$ cat src/rtl/instr_encoder_pkg.sv
// Shared definitions for the instruction encoder and its controller:
// mnemonic codes, MIPS32 opcode/funct fields, FSM states and the encoder.
package instr_encoder_pkg;

   typedef enum logic [5:0] {
      M_ADD = 6'd0, M_ADDU, M_SUB, M_SUBU, M_AND, M_OR,
      M_XOR, M_NOR, M_SLT, M_SLTU,
      M_SLL, M_SRL, M_SRA, M_SLLV, M_SRLV, M_SRAV,
      M_ROTR, M_ROTRV,
      M_ADDI, M_ADDIU, M_SLTI, M_SLTIU,
      M_ANDI, M_ORI, M_XORI, M_LUI,
      M_CLZ, M_CLO, M_SEB, M_SEH,
      M_BLTZ, M_BGEZ, M_BEQ, M_BNE, M_BLEZ, M_BGTZ,
      M_J, M_JAL
   } mnem_e;

   typedef enum logic [1:0] {
      S_IDLE, S_LOAD, S_DRAIN, S_DONE
   } state_e;

   localparam logic [5:0] OP_SPECIAL  = 6'b000000;
   localparam logic [5:0] OP_REGIMM   = 6'b000001;
   localparam logic [5:0] OP_J        = 6'b000010;
   localparam logic [5:0] OP_JAL      = 6'b000011;
   localparam logic [5:0] OP_BEQ      = 6'b000100;
   localparam logic [5:0] OP_BNE      = 6'b000101;
   localparam logic [5:0] OP_BLEZ     = 6'b000110;
   localparam logic [5:0] OP_BGTZ     = 6'b000111;
   localparam logic [5:0] OP_ADDI     = 6'b001000;
   localparam logic [5:0] OP_ADDIU    = 6'b001001;
   localparam logic [5:0] OP_SLTI     = 6'b001010;
   localparam logic [5:0] OP_SLTIU    = 6'b001011;
   localparam logic [5:0] OP_ANDI     = 6'b001100;
   localparam logic [5:0] OP_ORI      = 6'b001101;
   localparam logic [5:0] OP_XORI     = 6'b001110;
   localparam logic [5:0] OP_LUI      = 6'b001111;
   localparam logic [5:0] OP_SPECIAL2 = 6'b011100;
   localparam logic [5:0] OP_SPECIAL3 = 6'b011111;

   localparam logic [5:0] FN_SLL   = 6'b000000;
   localparam logic [5:0] FN_SRL   = 6'b000010;
   localparam logic [5:0] FN_SRA   = 6'b000011;
   localparam logic [5:0] FN_SLLV  = 6'b000100;
   localparam logic [5:0] FN_SRLV  = 6'b000110;
   localparam logic [5:0] FN_SRAV  = 6'b000111;
   localparam logic [5:0] FN_ADD   = 6'b100000;
   localparam logic [5:0] FN_ADDU  = 6'b100001;
   localparam logic [5:0] FN_SUB   = 6'b100010;
   localparam logic [5:0] FN_SUBU  = 6'b100011;
   localparam logic [5:0] FN_AND   = 6'b100100;
   localparam logic [5:0] FN_OR    = 6'b100101;
   localparam logic [5:0] FN_XOR   = 6'b100110;
   localparam logic [5:0] FN_NOR   = 6'b100111;
   localparam logic [5:0] FN_SLT   = 6'b101010;
   localparam logic [5:0] FN_SLTU  = 6'b101011;
   localparam logic [5:0] FN_CLZ   = 6'b100000;
   localparam logic [5:0] FN_CLO   = 6'b100001;
   localparam logic [5:0] FN_BSHFL = 6'b100000;

   localparam logic [4:0] SA_SEB   = 5'b10000;
   localparam logic [4:0] SA_SEH   = 5'b10001;
   localparam logic [4:0] RT_BLTZ  = 5'b00000;
   localparam logic [4:0] RT_BGEZ  = 5'b00001;
   localparam logic [4:0] ROT_BIT  = 5'b00001;

   typedef struct packed {
      logic        ok;
      logic [31:0] word;
   } enc_t;

   function automatic logic [31:0] r_fmt(
      input logic [5:0] op, input logic [4:0] rs,
      input logic [4:0] rt, input logic [4:0] rd,
      input logic [4:0] sa, input logic [5:0] fn);
      return {op, rs, rt, rd, sa, fn};
   endfunction

   function automatic logic [31:0] i_fmt(
      input logic [5:0] op, input logic [4:0] rs,
      input logic [4:0] rt, input logic [15:0] imm);
      return {op, rs, rt, imm};
   endfunction

   function automatic enc_t encode(
      input logic [5:0]  code,
      input logic [4:0]  rs, input logic [4:0] rt,
      input logic [4:0]  rd, input logic [4:0] sa,
      input logic [15:0] imm, input logic [25:0] tgt);
      enc_t e;
      e.ok   = 1'b1;
      e.word = '0;
      unique case (mnem_e'(code))
         M_ADD:   e.word = r_fmt(OP_SPECIAL, rs, rt, rd, 5'd0, FN_ADD);
         M_ADDU:  e.word = r_fmt(OP_SPECIAL, rs, rt, rd, 5'd0, FN_ADDU);
         M_SUB:   e.word = r_fmt(OP_SPECIAL, rs, rt, rd, 5'd0, FN_SUB);
         M_SUBU:  e.word = r_fmt(OP_SPECIAL, rs, rt, rd, 5'd0, FN_SUBU);
         M_AND:   e.word = r_fmt(OP_SPECIAL, rs, rt, rd, 5'd0, FN_AND);
         M_OR:    e.word = r_fmt(OP_SPECIAL, rs, rt, rd, 5'd0, FN_OR);
         M_XOR:   e.word = r_fmt(OP_SPECIAL, rs, rt, rd, 5'd0, FN_XOR);
         M_NOR:   e.word = r_fmt(OP_SPECIAL, rs, rt, rd, 5'd0, FN_NOR);
         M_SLT:   e.word = r_fmt(OP_SPECIAL, rs, rt, rd, 5'd0, FN_SLT);
         M_SLTU:  e.word = r_fmt(OP_SPECIAL, rs, rt, rd, 5'd0, FN_SLTU);
         M_SLL:   e.word = r_fmt(OP_SPECIAL, 5'd0, rt, rd, sa, FN_SLL);
         M_SRL:   e.word = r_fmt(OP_SPECIAL, 5'd0, rt, rd, sa, FN_SRL);
         M_SRA:   e.word = r_fmt(OP_SPECIAL, 5'd0, rt, rd, sa, FN_SRA);
         M_SLLV:  e.word = r_fmt(OP_SPECIAL, rs, rt, rd, 5'd0, FN_SLLV);
         M_SRLV:  e.word = r_fmt(OP_SPECIAL, rs, rt, rd, 5'd0, FN_SRLV);
         M_SRAV:  e.word = r_fmt(OP_SPECIAL, rs, rt, rd, 5'd0, FN_SRAV);
         // rotates reuse the logical right shifts with the R bit set
         M_ROTR:  e.word = r_fmt(OP_SPECIAL, ROT_BIT, rt, rd, sa, FN_SRL);
         M_ROTRV: e.word = r_fmt(OP_SPECIAL, rs, rt, rd, ROT_BIT, FN_SRLV);
         M_ADDI:  e.word = i_fmt(OP_ADDI, rs, rt, imm);
         M_ADDIU: e.word = i_fmt(OP_ADDIU, rs, rt, imm);
         M_SLTI:  e.word = i_fmt(OP_SLTI, rs, rt, imm);
         M_SLTIU: e.word = i_fmt(OP_SLTIU, rs, rt, imm);
         M_ANDI:  e.word = i_fmt(OP_ANDI, rs, rt, imm);
         M_ORI:   e.word = i_fmt(OP_ORI, rs, rt, imm);
         M_XORI:  e.word = i_fmt(OP_XORI, rs, rt, imm);
         M_LUI:   e.word = i_fmt(OP_LUI, 5'd0, rt, imm);
         M_CLZ:   e.word = r_fmt(OP_SPECIAL2, rs, rd, rd, 5'd0, FN_CLZ);
         M_CLO:   e.word = r_fmt(OP_SPECIAL2, rs, rd, rd, 5'd0, FN_CLO);
         M_SEB:   e.word = r_fmt(OP_SPECIAL3, 5'd0, rt, rd, SA_SEB, FN_BSHFL);
         M_SEH:   e.word = r_fmt(OP_SPECIAL3, 5'd0, rt, rd, SA_SEH, FN_BSHFL);
         M_BLTZ:  e.word = i_fmt(OP_REGIMM, rs, RT_BLTZ, imm);
         M_BGEZ:  e.word = i_fmt(OP_REGIMM, rs, RT_BGEZ, imm);
         M_BEQ:   e.word = i_fmt(OP_BEQ, rs, rt, imm);
         M_BNE:   e.word = i_fmt(OP_BNE, rs, rt, imm);
         M_BLEZ:  e.word = i_fmt(OP_BLEZ, rs, 5'd0, imm);
         M_BGTZ:  e.word = i_fmt(OP_BGTZ, rs, 5'd0, imm);
         M_J:     e.word = {OP_J, tgt};
         M_JAL:   e.word = {OP_JAL, tgt};
         default: e.ok   = 1'b0;
      endcase
      return e;
   endfunction

endpackage

$ cat src/rtl/instr_encoder_fifo.sv
// Synchronous FIFO buffering encoded words ahead of the memory port.
// Pointers carry one extra wrap bit to tell full from empty.
module instr_fifo #(
   parameter int DEPTH = 4,
   parameter int W     = 32
) (
   input  logic         clk,
   input  logic         rst,
   input  logic         push_i,
   input  logic [W-1:0] din_i,
   input  logic         pop_i,
   output logic [W-1:0] dout_o,
   output logic         full_o,
   output logic         empty_o
);

   localparam int AW = $clog2(DEPTH);

   logic [W-1:0] mem_q [DEPTH];
   logic [AW:0]  wr_q, wr_d;
   logic [AW:0]  rd_q, rd_d;
   logic         do_push;
   logic         do_pop;

   assign empty_o = (wr_q == rd_q);
   assign full_o  = (wr_q[AW] != rd_q[AW]) &&
                    (wr_q[AW-1:0] == rd_q[AW-1:0]);
   assign do_push = push_i && !full_o;
   assign do_pop  = pop_i && !empty_o;
   assign dout_o  = mem_q[rd_q[AW-1:0]];

   always_comb begin
      wr_d = wr_q;
      rd_d = rd_q;
      if (do_push) wr_d = wr_q + 1'b1;
      if (do_pop)  rd_d = rd_q + 1'b1;
   end

   always_ff @(posedge clk or posedge rst) begin
      if (rst) begin
         wr_q <= '0;
         rd_q <= '0;
      end else begin
         wr_q <= wr_d;
         rd_q <= rd_d;
      end
   end

   always_ff @(posedge clk) begin
      if (do_push) mem_q[wr_q[AW-1:0]] <= din_i;
   end

endmodule

$ cat src/rtl/instr_encoder.sv
// Encodes field requests into MIPS32 words and streams them into
// instruction memory from base_addr through a small output buffer.
module instr_encoder
   import instr_encoder_pkg::*;
#(
   parameter int ADDR_W     = 12,
   parameter int FIFO_DEPTH = 4
) (
   input  logic              clk,
   input  logic              rst,
   input  logic              start,
   input  logic [ADDR_W-1:0] base_addr,
   input  logic              in_valid,
   output logic              in_ready,
   input  logic              in_last,
   input  logic [5:0]        in_mnem,
   input  logic [4:0]        in_rs,
   input  logic [4:0]        in_rt,
   input  logic [4:0]        in_rd,
   input  logic [4:0]        in_shamt,
   input  logic [15:0]       in_imm,
   input  logic [25:0]       in_target,
   output logic              mem_we,
   output logic [ADDR_W-1:0] mem_addr,
   output logic [31:0]       mem_wdata,
   input  logic              mem_ready,
   output logic              busy,
   output logic              done,
   output logic              err,
   output logic [ADDR_W-1:0] count
);

   state_e            state_q, state_d;
   logic [ADDR_W-1:0] wptr_q, wptr_d;
   logic [ADDR_W-1:0] cnt_q, cnt_d;
   logic              err_q, err_d;

   enc_t              enc;
   logic              accept;
   logic              push;
   logic              pop;
   logic              full;
   logic              empty;
   logic [31:0]       head;

   assign enc = encode(in_mnem, in_rs, in_rt, in_rd,
                       in_shamt, in_imm, in_target);

   assign in_ready = (state_q == S_LOAD) && !full;
   assign accept   = in_valid && in_ready;
   assign push     = accept && enc.ok;
   assign pop      = mem_we && mem_ready;

   instr_fifo #(
      .DEPTH (FIFO_DEPTH),
      .W     (32)
   ) u_fifo (
      .clk     (clk),
      .rst     (rst),
      .push_i  (push),
      .din_i   (enc.word),
      .pop_i   (pop),
      .dout_o  (head),
      .full_o  (full),
      .empty_o (empty)
   );

   // stale storage is hidden while the buffer is empty
   assign mem_we    = !empty;
   assign mem_wdata = empty ? '0 : head;
   assign mem_addr  = wptr_q;
   assign busy      = (state_q == S_LOAD) || (state_q == S_DRAIN);
   assign done      = (state_q == S_DONE);
   assign err       = err_q;
   assign count     = cnt_q;

   always_comb begin
      state_d = state_q;
      wptr_d  = wptr_q;
      cnt_d   = cnt_q;
      err_d   = err_q;
      if (pop) begin
         wptr_d = wptr_q + ADDR_W'(4);
         cnt_d  = cnt_q + 1'b1;
      end
      if (accept && !enc.ok) err_d = 1'b1;
      unique case (state_q)
         S_IDLE: begin
            if (start) begin
               state_d = S_LOAD;
               wptr_d  = base_addr;
               cnt_d   = '0;
               err_d   = 1'b0;
            end
         end
         S_LOAD:  if (accept && in_last) state_d = S_DRAIN;
         S_DRAIN: if (empty) state_d = S_DONE;
         S_DONE:  state_d = S_IDLE;
         default: state_d = S_IDLE;
      endcase
   end

   always_ff @(posedge clk or posedge rst) begin
      if (rst) begin
         state_q <= S_IDLE;
         wptr_q  <= '0;
         cnt_q   <= '0;
         err_q   <= 1'b0;
      end else begin
         state_q <= state_d;
         wptr_q  <= wptr_d;
         cnt_q   <= cnt_d;
         err_q   <= err_d;
      end
   end

endmodule

$ cat config.mk
export PLATFORM = sky130hd
export DESIGN_NAME = instr_encoder
export DESIGN_NICKNAME = d
export VERILOG_FILES = /design/src/rtl/instr_encoder_pkg.sv /design/src/rtl/instr_encoder_fifo.sv /design/src/rtl/instr_encoder.sv
export SDC_FILE = /design/constraint.sdc
export NUM_CORES = 1
export LEC_CHECK = 0
export CAP_MARGIN = 20
export CORE_UTILIZATION = 45
export CTS_CLUSTER_DIAMETER = 30
export DETAILED_ROUTE_END_ITERATION = 8
export PLACE_DENSITY = 0.82
export SLEW_MARGIN = 20
export SYNTH_ARGS = -nofsm -noshare
export SYNTH_HDL_FRONTEND = slang
export SYNTH_SLANG_ARGS = --single-unit
$ cat constraint.sdc
create_clock -name clk -period 2.75 [get_ports clk]
set_clock_uncertainty 0.15 [all_clocks]
set_input_delay 0.55 -clock clk [delete_from_list [all_inputs] [get_ports clk]]
set_output_delay 0.55 -clock clk [all_outputs]
set_load 0.03 [all_outputs]
==> flow_metrics.tcl <==
set metrics [dict create \
    synth_edf_count 124 \
    final_hold_viol_count 0 \
    ys_warn_count 0 \
    syn_area_um2 7510 \
    place_inst 921 \
    power_frac_comb_pct 51.2 \
    final_common_cell "edfxtp_1" \
    end_kind "output pin" \
    grt_overflow 0 \
    nets 838 \
    power.density_nw_per_um2 1040 \
    num_vias 5699 \
    cp_max_fo 17 \
    p_int_uw 6610 \
    fin_crit_ns 2.73 \
    port_buffers 145 \
    postCtsHoldBufs 0 \
    fin_util_pct 64.9 \
    ys_seq_elements 157 \
    clock_latency_ns 0.42 \
    design.die.area_um2 17200 \
    place_congestion 0.932 \
    leakagePower_uw 0.00384 \
    critical_path_class "flip-flop to output pin" \
    slowest_stage "mux4_2" \
    worst_setup_path_start_kind "flip-flop" \
    gr-usage-all-layers_pct 24.3 \
    antenna_found_initial 0 \
    tightest_slew_ns 1.09 \
    status "completed" \
    ctsLongestPathBuffers 2 \
    maxSlewViolCount 0 \
    slowest_delay_ns 0.57 \
    ant_nets 0 \
    pwr-share-clk_pct 19.8 \
    relSlewSlack_pct 27.1 \
    die_h_um 131 \
    drv_cap 0 \
    path_buf_inv 2 \
    fmaxAchievable_mhz 366 \
    cts.sinks 157 \
    grt_pass1_vias 5682 \
    path_delay_family "multiplexers" \
    drive_gt1_share_pct 25.1 \
    antennaDiodeCount 0 \
    swShare_pct 39.0 \
    clk_pin_slew_worst_paths_ns 0.06 \
    viasPerCell 5.88 \
    rsz0062_at_grt "true" \
    async_flop_share_pct 21.0 \
    drc 0 \
    ys_types 63 \
    start_util_pct 46.7 \
    wl_per_cell_um 21.2 \
    seqPwrFrac_pct 29.1 \
    required_ns 2.05 \
    grt_pass1_wl_um 31700 \
    synthesis.nets 637 \
    firstDrtPassIters 5 \
    syn_inst 540 \
    root_buffer "clkbuf_16" \
    syn_avg_cell_area_um2 13.9 \
    rrSetupSlack_ns 0.18 \
    drt_iter0_markers 475 \
    finalSetupViolations 0 \
    mostFrequentLayoutCells "edfxtp_1, clkdlybuf4s50_1, buf_4" \
    period_share_pct 99.3 \
    path_cells "buf_12 > mux4_2 > nor2b_1 > clkdlybuf4s15_2" \
    fp.coreArea_um2 16100 \
    ios 147 \
    peakVddDrop_mv 0.938 \
    rows 46 \
    htreeDepth 4 \
    dp_hpwl_um 14000 \
    num-fill-cells 1098 \
    arrival_ns 2.03 \
    fp.dieW_um 131 \
    synth_ff_type "edfxtp_1" \
    min_path_type "flip-flop to flip-flop" \
    cts_buffers 17 \
    tritoncts "done" \
    finalNonFillerCells 970 \
    grt_max_degree 34 \
    wirelength_um 20500 \
    synth-seq-area-share_pct 60.6 \
    area_delta_synth_final_pct 38.8 \
    p_sw_uw 4230 \
]
==> final cells by class <==
cell class	instances	area, µm²	area share, %
clock buffers	19	433	4.16
repair buffers	220	2160	20.8
inverters	17	63.8	0.613
multi-input cells	328	2840	27.2
well taps	216	270	2.59
flip-flops and latches	157	4550	43.7
clock inverters	13	98.8	0.949
==> state kept, by name, summed over array words and instances (netlist names) <==
name          count
err               1
u_fifo.wr_q       3
u_fifo.mem_q    124
mem_addr         12
count            12
state_q           2
u_fifo.rd_q       3
==> synthesized netlist by cell type (all sizes together) (4+ instances only) <==
| cell | instances | share of area [%] |
|---|---|---|
| edfxtp | 124 | 50 |
| dfrtp | 33 | 11 |
| nand2 | 33 | 1.7 |
| nor2b | 32 | 2.7 |
| mux4 | 31 | 9.3 |
| buf | 22 | 1.5 |
| nor2 | 21 | 1.1 |
| a21oi | 17 | 1.1 |
| inv | 17 | 0.85 |
| clkbuf | 16 | 0.80 |
| a221o | 15 | 2.0 |
| o21ai | 15 | 1.0 |
| a31oi | 11 | 1.0 |
| ha | 11 | 1.8 |
| xnor2 | 11 | 1.3 |
| nand3 | 10 | 0.67 |
| o31ai | 10 | 1.1 |
| nor3b | 8 | 0.80 |
| or4 | 8 | 0.80 |
| a22o | 6 | 0.70 |
| nand4 | 6 | 0.50 |
| nor3 | 6 | 0.40 |
| and2 | 5 | 0.42 |
| or3 | 5 | 0.42 |
| xor2 | 5 | 0.68 |
| a222oi | 4 | 0.53 |
| and3 | 4 | 0.33 |
| nand2b | 4 | 0.33 |
==> routing by layer <==
metal	global-route usage (%)	up-vias	share of wire (%)
li1	-	2526	-
met5	0	-	0
met2	41.3	255	52
met3	5.44	32	6.3
met4	9.48	0	2.0
met1	30.0	2886	40
==> repair_timing <==
action | in CTS | in global routing
pin swaps | 0 | 1
buffers inserted | 7 | 9
endpoints found under the setup margin | 23 | 30
gates cloned | 1 | 1
resized for setup | 85 | 27
==> final timing paths <==
path | startpoint | to | depth (start not counted)
worst max-delay path | u_fifo.rd_q[0]$_DFFE_PP0P_ | mem_wdata[20] | 4
worst min-delay path | mem_addr[0]$_DFFE_PP0P_ | mem_addr[0]$_DFFE_PP0P_ | 2
worst max register to register | u_fifo.rd_q[0]$_DFFE_PP0P_ | mem_addr[7]$_DFF_PP0_ | 6
worst min register to register | mem_addr[0]$_DFFE_PP0P_ | mem_addr[0]$_DFFE_PP0P_ | 2
min in group asynchronous | rst | count[6]$_DFF_PP0_ | 3
max in group asynchronous | rst | u_fifo.rd_q[0]$_DFFE_PP0P_ | 3
==> power by group through the flow <==
stage | clock network (µW) | logic (µW) | registers [µW]
2_1_floorplan | 0 | 2810 | 3330
3_3_place_gp | 0 | 4900 | 3160
3_5_place_dp | 0 | 4970 | 3180
4_1_cts | 2170 | 5350 | 3140
5_1_grt | 2260 | 5880 | 3180
6_report | 2140 | 5550 | 3150
==> through the flow <==
stage | TNS (ns) | hold WS (ns) | cell area [µm²] | total power, µW | setup WS, ns
4_1_cts | -0.411 | 0.337 | 10300 | 10700 | -0.0433
5_1_grt | -0.173 | 0.373 | 10400 | 11300 | -0.0320
3_5_place_dp | -9.80 | 0.323 | 9590 | 8150 | -0.178
3_3_place_gp | -1.84 | 0.310 | 9590 | 8060 | -0.119
2_1_floorplan | 0 | 0.348 | 7510 | 6140 | 0.235
6_report | 0 | 0.335 | 10400 | 10800 | 0.0197
==> cells by family (layout without fill, tap and decap cells) <==
group / Yosys count / in the layout / synth area share [%]
AND/OR/NAND/NOR: 157 / 157 / 11.6
other: 1 / 1 / 0.0500
AO/OA/AOI/OAI: 109 / 109 / 11.1
flip-flops: 157 / 157 / 60.6
adder cells (fa/ha/maj): 11 / 11 / 1.83
buffers and inverters: 55 / 269 / 3.18
XOR/XNOR: 16 / 16 / 1.97
multiplexers: 34 / 34 / 9.72
==> worst register-to-register path, stage by stage, from the launching register on <==
cell	delay, ns
dfrtp_2	0.44
buf_6	0.15
xor2_4	0.18
buf_4	0.17
o31ai_4	0.90
nor3_1	0.16
a221o_1	0.33
No activity file was read; power rests on OpenSTA's default activity.
